**src/rtl/fifo_stream_reader.sv**
```systemverilog
// fifo_stream_reader: read-side master for a single-clock FIFO.
// Issues fifo_r_req, captures fifo_r_data and presents words on a valid/ready
// stream through a 2-entry in-order buffer (buf0 is the head).
// FWFT_MODE "TRUE" captures data at the request edge; "FALSE" captures one
// clk later. Optional statistics counters are built when
// FIFO_STREAM_READER_STATS_EN is defined; otherwise they read as zero.
module fifo_stream_reader #(
  parameter string       FWFT_MODE = "TRUE",
  parameter int unsigned DATA_W    = 32,
  parameter int unsigned CNT_W     = 32
) (
  input  logic              clk,
  input  logic              nrst,
  input  logic              en,
  input  logic              flush,
  input  logic              fifo_empty,
  output logic              fifo_r_req,
  input  logic [DATA_W-1:0] fifo_r_data,
  output logic              out_valid,
  output logic [DATA_W-1:0] out_data,
  input  logic              out_ready,
  output logic              busy,
  output logic [CNT_W-1:0]  xfer_cnt,
  output logic [CNT_W-1:0]  stall_cnt
);

  localparam bit FWFT = (FWFT_MODE == "TRUE");

  // Buffer occupancy is the machine state
  typedef enum logic [1:0] {
    EMPTY = 2'd0,
    ONE   = 2'd1,
    FULL  = 2'd2
  } state_t;

  state_t            state, state_nxt;
  logic              inflight, inflight_nxt;
  logic [DATA_W-1:0] buf0, buf1, buf0_nxt, buf1_nxt;
  logic [1:0]        occ;
  logic [1:0]        slot;
  logic [2:0]        level;
  logic              pop;
  logic              push;

  assign occ   = state;
  assign pop   = out_valid & out_ready;
  // Pending words after this edge's pop; pop implies occ >= 1, so no underflow
  assign level = {1'b0, occ} + {2'b00, inflight} - {2'b00, pop};
  assign slot  = occ - {1'b0, pop};

  // Request only when the buffer can absorb the word, never while empty or held in reset
  assign fifo_r_req = nrst & en & ~flush & ~fifo_empty & (level < 3'd2);

  // FWFT data is valid alongside the request; otherwise it arrives one clk later
  assign push = FWFT ? fifo_r_req : inflight;

  assign out_data = buf0;

  // Next-state computation: flush overrides push and pop
  always_comb begin
    state_nxt    = state;
    inflight_nxt = FWFT ? 1'b0 : fifo_r_req;
    buf0_nxt     = buf0;
    buf1_nxt     = buf1;
    if (flush) begin
      state_nxt    = EMPTY;
      inflight_nxt = 1'b0;
      buf0_nxt     = '0;
      buf1_nxt     = '0;
    end else begin
      if (pop) begin
        buf0_nxt = buf1;
      end
      // Write lands at the slot left after this edge's pop shift
      if (push) begin
        if (slot == 2'd0) begin
          buf0_nxt = fifo_r_data;
        end else begin
          buf1_nxt = fifo_r_data;
        end
      end
      case ({push, pop})
        2'b10:   state_nxt = (state == EMPTY) ? ONE : FULL;
        2'b01:   state_nxt = (state == FULL) ? ONE : EMPTY;
        default: state_nxt = state;
      endcase
    end
  end

  // State, buffer and registered stream outputs
  always_ff @(posedge clk or negedge nrst) begin
    if (!nrst) begin
      state     <= EMPTY;
      inflight  <= 1'b0;
      buf0      <= '0;
      buf1      <= '0;
      out_valid <= 1'b0;
      busy      <= 1'b0;
    end else begin
      state     <= state_nxt;
      inflight  <= inflight_nxt;
      buf0      <= buf0_nxt;
      buf1      <= buf1_nxt;
      out_valid <= (state_nxt != EMPTY);
      busy      <= (state_nxt != EMPTY) | inflight_nxt;
    end
  end

`ifdef FIFO_STREAM_READER_STATS_EN
  // Delivered-word and back-pressure counters; survive flush, wrap naturally
  always_ff @(posedge clk or negedge nrst) begin
    if (!nrst) begin
      xfer_cnt  <= '0;
      stall_cnt <= '0;
    end else begin
      if (pop) begin
        xfer_cnt <= xfer_cnt + CNT_W'(1);
      end
      if (out_valid & ~out_ready) begin
        stall_cnt <= stall_cnt + CNT_W'(1);
      end
    end
  end
`else
  assign xfer_cnt  = '0;
  assign stall_cnt = '0;
`endif

endmodule

```
**config.mk**
```make
export PLATFORM = sky130hd
export DESIGN_NAME = fifo_stream_reader
export DESIGN_NICKNAME = d
export VERILOG_FILES = /design/src/rtl/fifo_stream_reader.sv
export SDC_FILE = /design/constraint.sdc
export NUM_CORES = 1
export LEC_CHECK = 0
export CAP_MARGIN = 20
export CORE_MARGIN = 3
export CORE_UTILIZATION = 46
export CTS_CLUSTER_SIZE = 20
export DETAILED_ROUTE_END_ITERATION = 8
export PLACE_DENSITY = 0.81
export SYNTH_ARGS = -nofsm -noshare
export SYNTH_HDL_FRONTEND = slang
export SYNTH_SLANG_ARGS = --single-unit
```
**constraint.sdc**
```tcl
create_clock -name clk -period 3 [get_ports clk]
set_input_delay 0.3 -clock clk [delete_from_list [all_inputs] [get_ports clk]]
set_output_delay 0.3 -clock clk [all_outputs]
set_load 0.1 [all_outputs]
```
# Word-level counts from Yosys, hierarchy flattened
# Index checks and enable logic that the tools add are counted.
[totals] in_bits=38 register_bits=67 elab_cells=34 output_inout_bits=99
[op_classes] order_cmp=1 muxes=11 n_reduce_logical=5 n_addsub=2 bitwise=7 n_eq_ne=4
[op_table] op="2-to-1 mux 32 bit" n=7
[op_table] op="bitwise AND 1 bit" n=5
[op_table] op="== test 2 bit (second input constant)" n=2
[op_table] op="logical NOT 2 bit" n=2
[op_table] op="2-to-1 mux 2 bit" n=2
[op_table] op="case mux 2 bit (2 select lines)" n=1
[op_table] op="nonzero test 2 bit" n=2
[op_table] op="< comparator 3 x 2 -> 1 bit (second input constant)" n=1
[op_table] op="subtractor 2 x 1 -> 3 bit" n=1
[op_table] op="== test 2 x 1 -> 1 bit (second input constant)" n=1
[op_table] op="inequality test 2 bit (second input constant)" n=1
[op_table] op="NOT 1 bit" n=2
[op_table] op="AND reduction 2 bit" n=1
[op_table] op="subtractor 2 x 1 -> 2 bit" n=1
[op_table] op="2-to-1 mux 1 bit" n=1

# Longest topological paths before layout
# Gate-level depths: netlist (run 1).
[depth] depth_word=8 ltp_mapped=8 depth_no_buf=7

# Least setup slack after synthesis (run 1)
# No wires, ideal clock.
[synth_path] path_kind="register to register" start="register, netlist name busy" end="register buf1[0]" synth_period_minus_slack_ns=2.778 setup_ns=0.125 t_required_ns=2.875 setup_slack_ns=0.222 arrival_time_ns=2.653 path_buffers=3 stages_incl_launch_ff=9 cell_sequence="dfrtp_1 -> nand2_1 -> inv_1 -> ha_1 -> buf_1 -> and3b_1 -> buf_6 -> buf_8 -> mux2_4"
[synth_rtl] item="end signal, assigned" line="103" rtl="buf1 <= buf1_nxt;"
[synth_rtl] item="end, declared" line="38" rtl="logic [DATA_W-1:0] buf0, buf1, buf0_nxt, buf1_nxt;"

==> results of run 1 <==
## through the flow
stage	utilization, %	instance area (um^2)	hold WS [ns]
floorplan	-	4170	0.00441
global placement	53.2	4390	0.577
detailed placement	53.2	4390	0.587
CTS	55.5	4590	0.217
global route	55.5	4590	0.264
finish	55.5	4590	0.190
## cell type report
type / count / share of cell area (%)
Tap cell: 105 / 2.86
Clock inverter: 2 / 0.764
Clock buffer: 13 / 3.46
Inverter: 3 / 0.245
Sequential cell: 67 / 36.6
Timing Repair Buffer: 82 / 16.1
Multi-Input combinational cell: 244 / 40.0
## cells in the final DEF, fill, tap and decap left out, drive strengths merged
cell           netlist  final
nor2b               34     34
nand3                1      1
clkbuf              16     13
nor2                 1      1
nand2                4      4
and3b                1      1
a21oi                1      1
a21boi               1      1
mux2                32     32
a221oi               2      2
o211ai               1      1
o21ai                1      1
a311oi               1      1
nand4               32     32
buf                 78     35
mux2i               32     32
conb                 1     64
and4bb               1      1
clkinv               0      1
xnor2                1      1
and3                 1      1
ha                   1      1
o31ai               32     32
bufinv               0      1
clkdlybuf4s50        0     47
inv                  3      3
dfrtp               67     67
## path summary, 6_finish.rpt
kind                                 to  slack (ns)  cells past startpoint            from
min                        out_data[24]        0.19                      2            nrst
max                        out_data[17]        0.63                      8            busy
min in group clk            out_data[5]        0.59                      3  fifo_r_data[5]
max in group asynchronous      buf1[12]        2.26                      2            nrst
min reg2reg                out_data[31]        0.60                      2        buf1[31]
max reg2reg                out_data[17]        0.63                      8            busy
## kinds of logic (layout without fill, tap and decap cells)
kind of cell    count (synthesis)  in the layout  share of synthesized area (%)
mux                            64             64                           20.2
flops                          67             67                           42.6
xor+xnor                        1              1                          0.413
other cells                     1             64                         0.0953
buf+inv                        97            100                           17.2
fa+ha+maj                       1              1                          0.318
simple gates                   75             75                           11.8
compound gates                 39             39                           7.41
## sequential cells by signal, summed over array words and instances, names as in the netlist
signal,count
busy,1
buf1,32
occ,2
out_data,32
## routing by layer
layer  track usage [%]  routed length, um  vias to the layer above
li1                  -                  -                     1216
met1              23.4               3720                     1317
met2              26.1               3920                      103
met3              3.47                515                        8
met4              6.83                103                        0
met5                 0                  0                        -
## power by group through the flow
stage / logic, uW / registers [uW] / clock network (uW)
floorplan: 489 / 1060 / 0
finish: 658 / 934 / 743
global route: 678 / 936 / 791
detailed placement: 657 / 951 / 0
CTS: 658 / 934 / 762
global placement: 654 / 951 / 0
## critical path, stage by stage, from the launching register on
cell	delay, ns
dfrtp_1	0.42
nand2_2	0.10
inv_1	0.07
ha_1	0.25
xnor2_4	0.40
buf_4	0.35
and3_1	0.22
buf_4	0.28
o31ai_1	0.12
## synth_stat cells, types with 2 or more instances
cell / number
buf_6: 4
nor2b_1: 34
inv_1: 2
clkbuf_1: 16
nand4_1: 32
nand2_1: 4
buf_4: 65
buf_8: 3
mux2_1: 2
mux2_4: 30
mux2i_1: 32
a221oi_1: 2
o31ai_1: 32
dfrtp_1: 67
buf_2: 5
==> flow_summary.toml, run 1 <==
[place]
dp_hpwl_mm = 5.30
place_worst_setup_slack_ns = 0.318
port_buffers = 72
place_congestion = 0.743
dp_cells = 501

[clocking]
clock_path_buffers = 2
path_clk_slew_ns = 0.07
worstSkewPairLatency_ns = 0.33
cts.repair.resized = 0
cts_max_level = 3
cts_setup_buffers = 0
cts-root-buf = "clkbuf_8"
cts_tree = "yes"
clock-sinks = 67
cts_made_buffers = 9
postCtsHoldBufs = 0

[grt]
antenna_found_initial = 0
grt_overflow_total = 0
grtUsageTotal_pct = 16.9
grt_max_degree = 69
grt_pass1_wl_mm = 13.2
grt_pass1_vias = 2526

[timing]
rsz0062_at_grt = "false"
finClkSkew_ns = 0.00538
min_period_ns = 2.37
final.period_utilization_pct = 79.0
fmax_mhz = 422
drv_slew = 0
setup_slack_ns = 0.630
tightest_slew_ns = 0.971
setup_tns_ns = 0
hold_viol_final = 0
relSlewSlack_pct = 35.1
setup_viol = 0

[routing]
first_pass_iters = 4
wl_per_cell_um = 16.0
drt_iter0_markers = 122
ant_nets = 0
drc = 0
drt-vias-per-instance = 5.12
wl_mm = 8.26
routed-via-count = 2644

[power_and_ir_drop]
power_frac_comb_pct = 28.2
netSwitchingPower_uw = 892
p_leak_uw = 0.00233
p_int_uw = 1440
p_per_area_nw_per_um2 = 509
clkPwrFrac_pct = 31.8
total_power_uw = 2330
power_frac_seq_pct = 40.0
power.share.switching_pct = 38.2
ir_worst_vdd_mv = 0.249

[worst_setup_path]
cp-end-kind = "register"
critPathLaunchType = "register"
required_ns = 3.18
arrival_ns = 2.55
path_max_fanout = 24
worstSetupPathType = "reg2reg"

[synth]
synthFlopType = "dfrtp_1"
synth.avg_cell_area_um2 = 11.4
yosysSeqAreaShare_pct = 42.6
async_flop_share_pct = 100
yosys_warnings = 0
netlist_top_cells_area = "dfrtp_1 43%, buf_4 12%, mux2_4 11%"
ys_ff_latch = 67
synthCells = 345
synth.distinct_cells = 30
synth_enable_flop_cells = 0
synth_area_um2 = 3940
yosysTopAreaCell = "dfrtp_1"
synth_top_area_share_pct = 42.6

[floorplanning]
die_w_um = 98.5
core-area_um2 = 8260
start_util_pct = 47.7
num_io_pins = 137
die_y_um = 98.5
dieArea_um2 = 9700
rows = 33

[final_layout]
drive_gt1_share_pct = 20.0
antenna-diode-count = 0
finalNonFillerCells = 516
syn_to_final_growth_pct = 16.5
nNetsFinal = 446
fillCellCount = 721
regArea_um2 = 1680
multi_input_area_um2 = 1830

[run]
maxCapViolCount = 0

[status]
status = "completed"

[min_path]
hold_path_class = "in2async"
No activity file was read; power rests on OpenSTA's default activity.
==> inputs of run 2 (changes only) <==
==> constraint.sdc (replaced) <==
create_clock -name clk -period 2.3 [get_ports clk]
set_input_delay 0.23 -clock clk [delete_from_list [all_inputs] [get_ports clk]]
set_output_delay 0.23 -clock clk [all_outputs]
set_load 0.1 [all_outputs]
==> flow_summary.toml, run 2 (synthesis results as in run 1) <==
[worst_setup_path]
slowest_delay_ns = 0.50
crit_chain = "nand2_2, inv_1, ha_1, xnor2_4, buf_8, nand2_1, inv_2, buf_12"
path_max_fanout = 20
arrival_ns = 1.98
cp-end-kind = "output port"
required_ns = 2.07
slowest_stage = "dfrtp_4"
path_buf_inv = 4
worstSetupPathType = "reg2out"
path_delay_family = "buffers and inverters"
critPathLaunchType = "register"

[clocking]
cts_setup_buffers = 0
cts_made_buffers = 9
cts-root-buf = "clkbuf_8"
clock_path_buffers = 2
cts_max_level = 3
path_clk_slew_ns = 0.08
cts.repair.resized = 0
postCtsHoldBufs = 0
cts_tree = "yes"
worstSkewPairLatency_ns = 0.34
clock-sinks = 67

[timing]
drv_slew = 0
hold_viol_final = 0
fmax_mhz = 452
relSlewSlack_pct = 44.9
setup_slack_ns = 0.0889
tightest_slew_ns = 0.827
rsz0062_at_grt = "false"
setup_tns_ns = 0
min_period_ns = 2.21
finClkSkew_ns = 0.0104
final.period_utilization_pct = 96.1
setup_viol = 0

[final_layout]
nNetsFinal = 450
finalNonFillerCells = 521
final_cell_mix = "66 x dfrtp_1, 64 x conb_1, 46 x buf_4"
syn_to_final_growth_pct = 18.0
final_util_pct = 56.2
final_common_cell = "dfrtp_1"
drive_gt1_share_pct = 24.5
design_area_um2 = 4640
antenna-diode-count = 0

[floorplanning]
start_util_pct = 47.7
die_w_um = 98.5
rows = 33
dieArea_um2 = 9700
core-area_um2 = 8260
num_io_pins = 137
die_y_um = 98.5

[grt]
grtUsageTotal_pct = 17.5
grt_max_degree = 69
antenna_found_initial = 0
grt_overflow_total = 0
grt_pass1_wl_mm = 13.8
grt_pass1_vias = 2628

[power_and_ir_drop]
p_leak_uw = 0.00239
ir_worst_vdd_mv = 0.331
p_per_area_nw_per_um2 = 684

[status]
status = "completed"

[place]
port_buffers = 72
post_dp_cell_area_um2 = 4410
dp_hpwl_mm = 5.52
place_congestion = 0.789
place_worst_setup_slack_ns = 0.0198
dp_cells = 505

[routing]
first_pass_iters = 4
drt_iter0_markers = 208
wl_per_cell_um = 16.4
drt-vias-per-instance = 5.13
wl_mm = 8.53
ant_nets = 0
routed-via-count = 2675
drc = 0

[run]
maxCapViolCount = 0

[min_path]
hold_path_class = "in2async"
[run 2: cell types whose count changed in the layout (fill, tap and decap cells not counted), moves of 2 or more]
cell / previous run / this run
buf_4: 32 / 46
clkbuf_1: 2 / 0
clkdlybuf4s50_1: 47 / 35
clkinvlp_4: 0 / 2
[run 2: metal layers]
| metal | GRT usage [%] | wire length, um | vias up | share of wire, % |
|---|---|---|---|---|
| met5 | 0 | 0 | - | 0 |
| li1 | - | - | 1231 | - |
| met4 | 4.62 | 56 | 0 | 0.66 |
| met1 | 23.9 | 3640 | 1337 | 43 |
| met3 | 5.17 | 653 | 4 | 7.7 |
| met2 | 27.4 | 4180 | 103 | 49 |
[run 2: worst register-to-register path, stage by stage (launching register included)]
cell     delay (ns)
dfrtp_4        0.50
nand2_2        0.08
inv_1          0.06
ha_1           0.24
xnor2_4        0.17
and3b_2        0.26
buf_12         0.21
mux2_1         0.37
[run 2: layout make-up]
cell class	count	area, um^2
multi-input cells	244	1830
repair buffers	86	761
fillers	690	3610
clock inverters	6	88.8
inverters	3	11.3
well taps	105	131
clock buffers	10	138
flip-flops and latches	67	1680
[run 2: metrics by stage]
step	hold WS (ns)	total power (uW)
after floorplan	-0.0656	2020
after global placement	0.486	2090
after detailed placement	0.489	2100
after CTS	0.118	3190
after global routing	0.163	3270
final	0.0799	3180
[run 2: path summary, 6_finish.rpt]
kind,from,to,slack (ns),cells past startpoint
worst max register to register,busy,buf1[15],0.28,7
max in group asynchronous,nrst,busy,1.60,2
min in group clk,fifo_r_data[25],out_data[25],0.51,3
worst max-delay path,busy,fifo_r_req,0.09,8
worst min-delay path,nrst,buf1[25],0.08,2
worst min register to register,buf1[10],out_data[10],0.61,2
[run 2: where the power goes]
group / switching [uW] / internal (uW) / total (uW)
sequential: 15.8 / 1200 / 1220
clock: 458 / 639 / 1100
combinational: 736 / 126 / 861
total: 1210 / 1970 / 3180
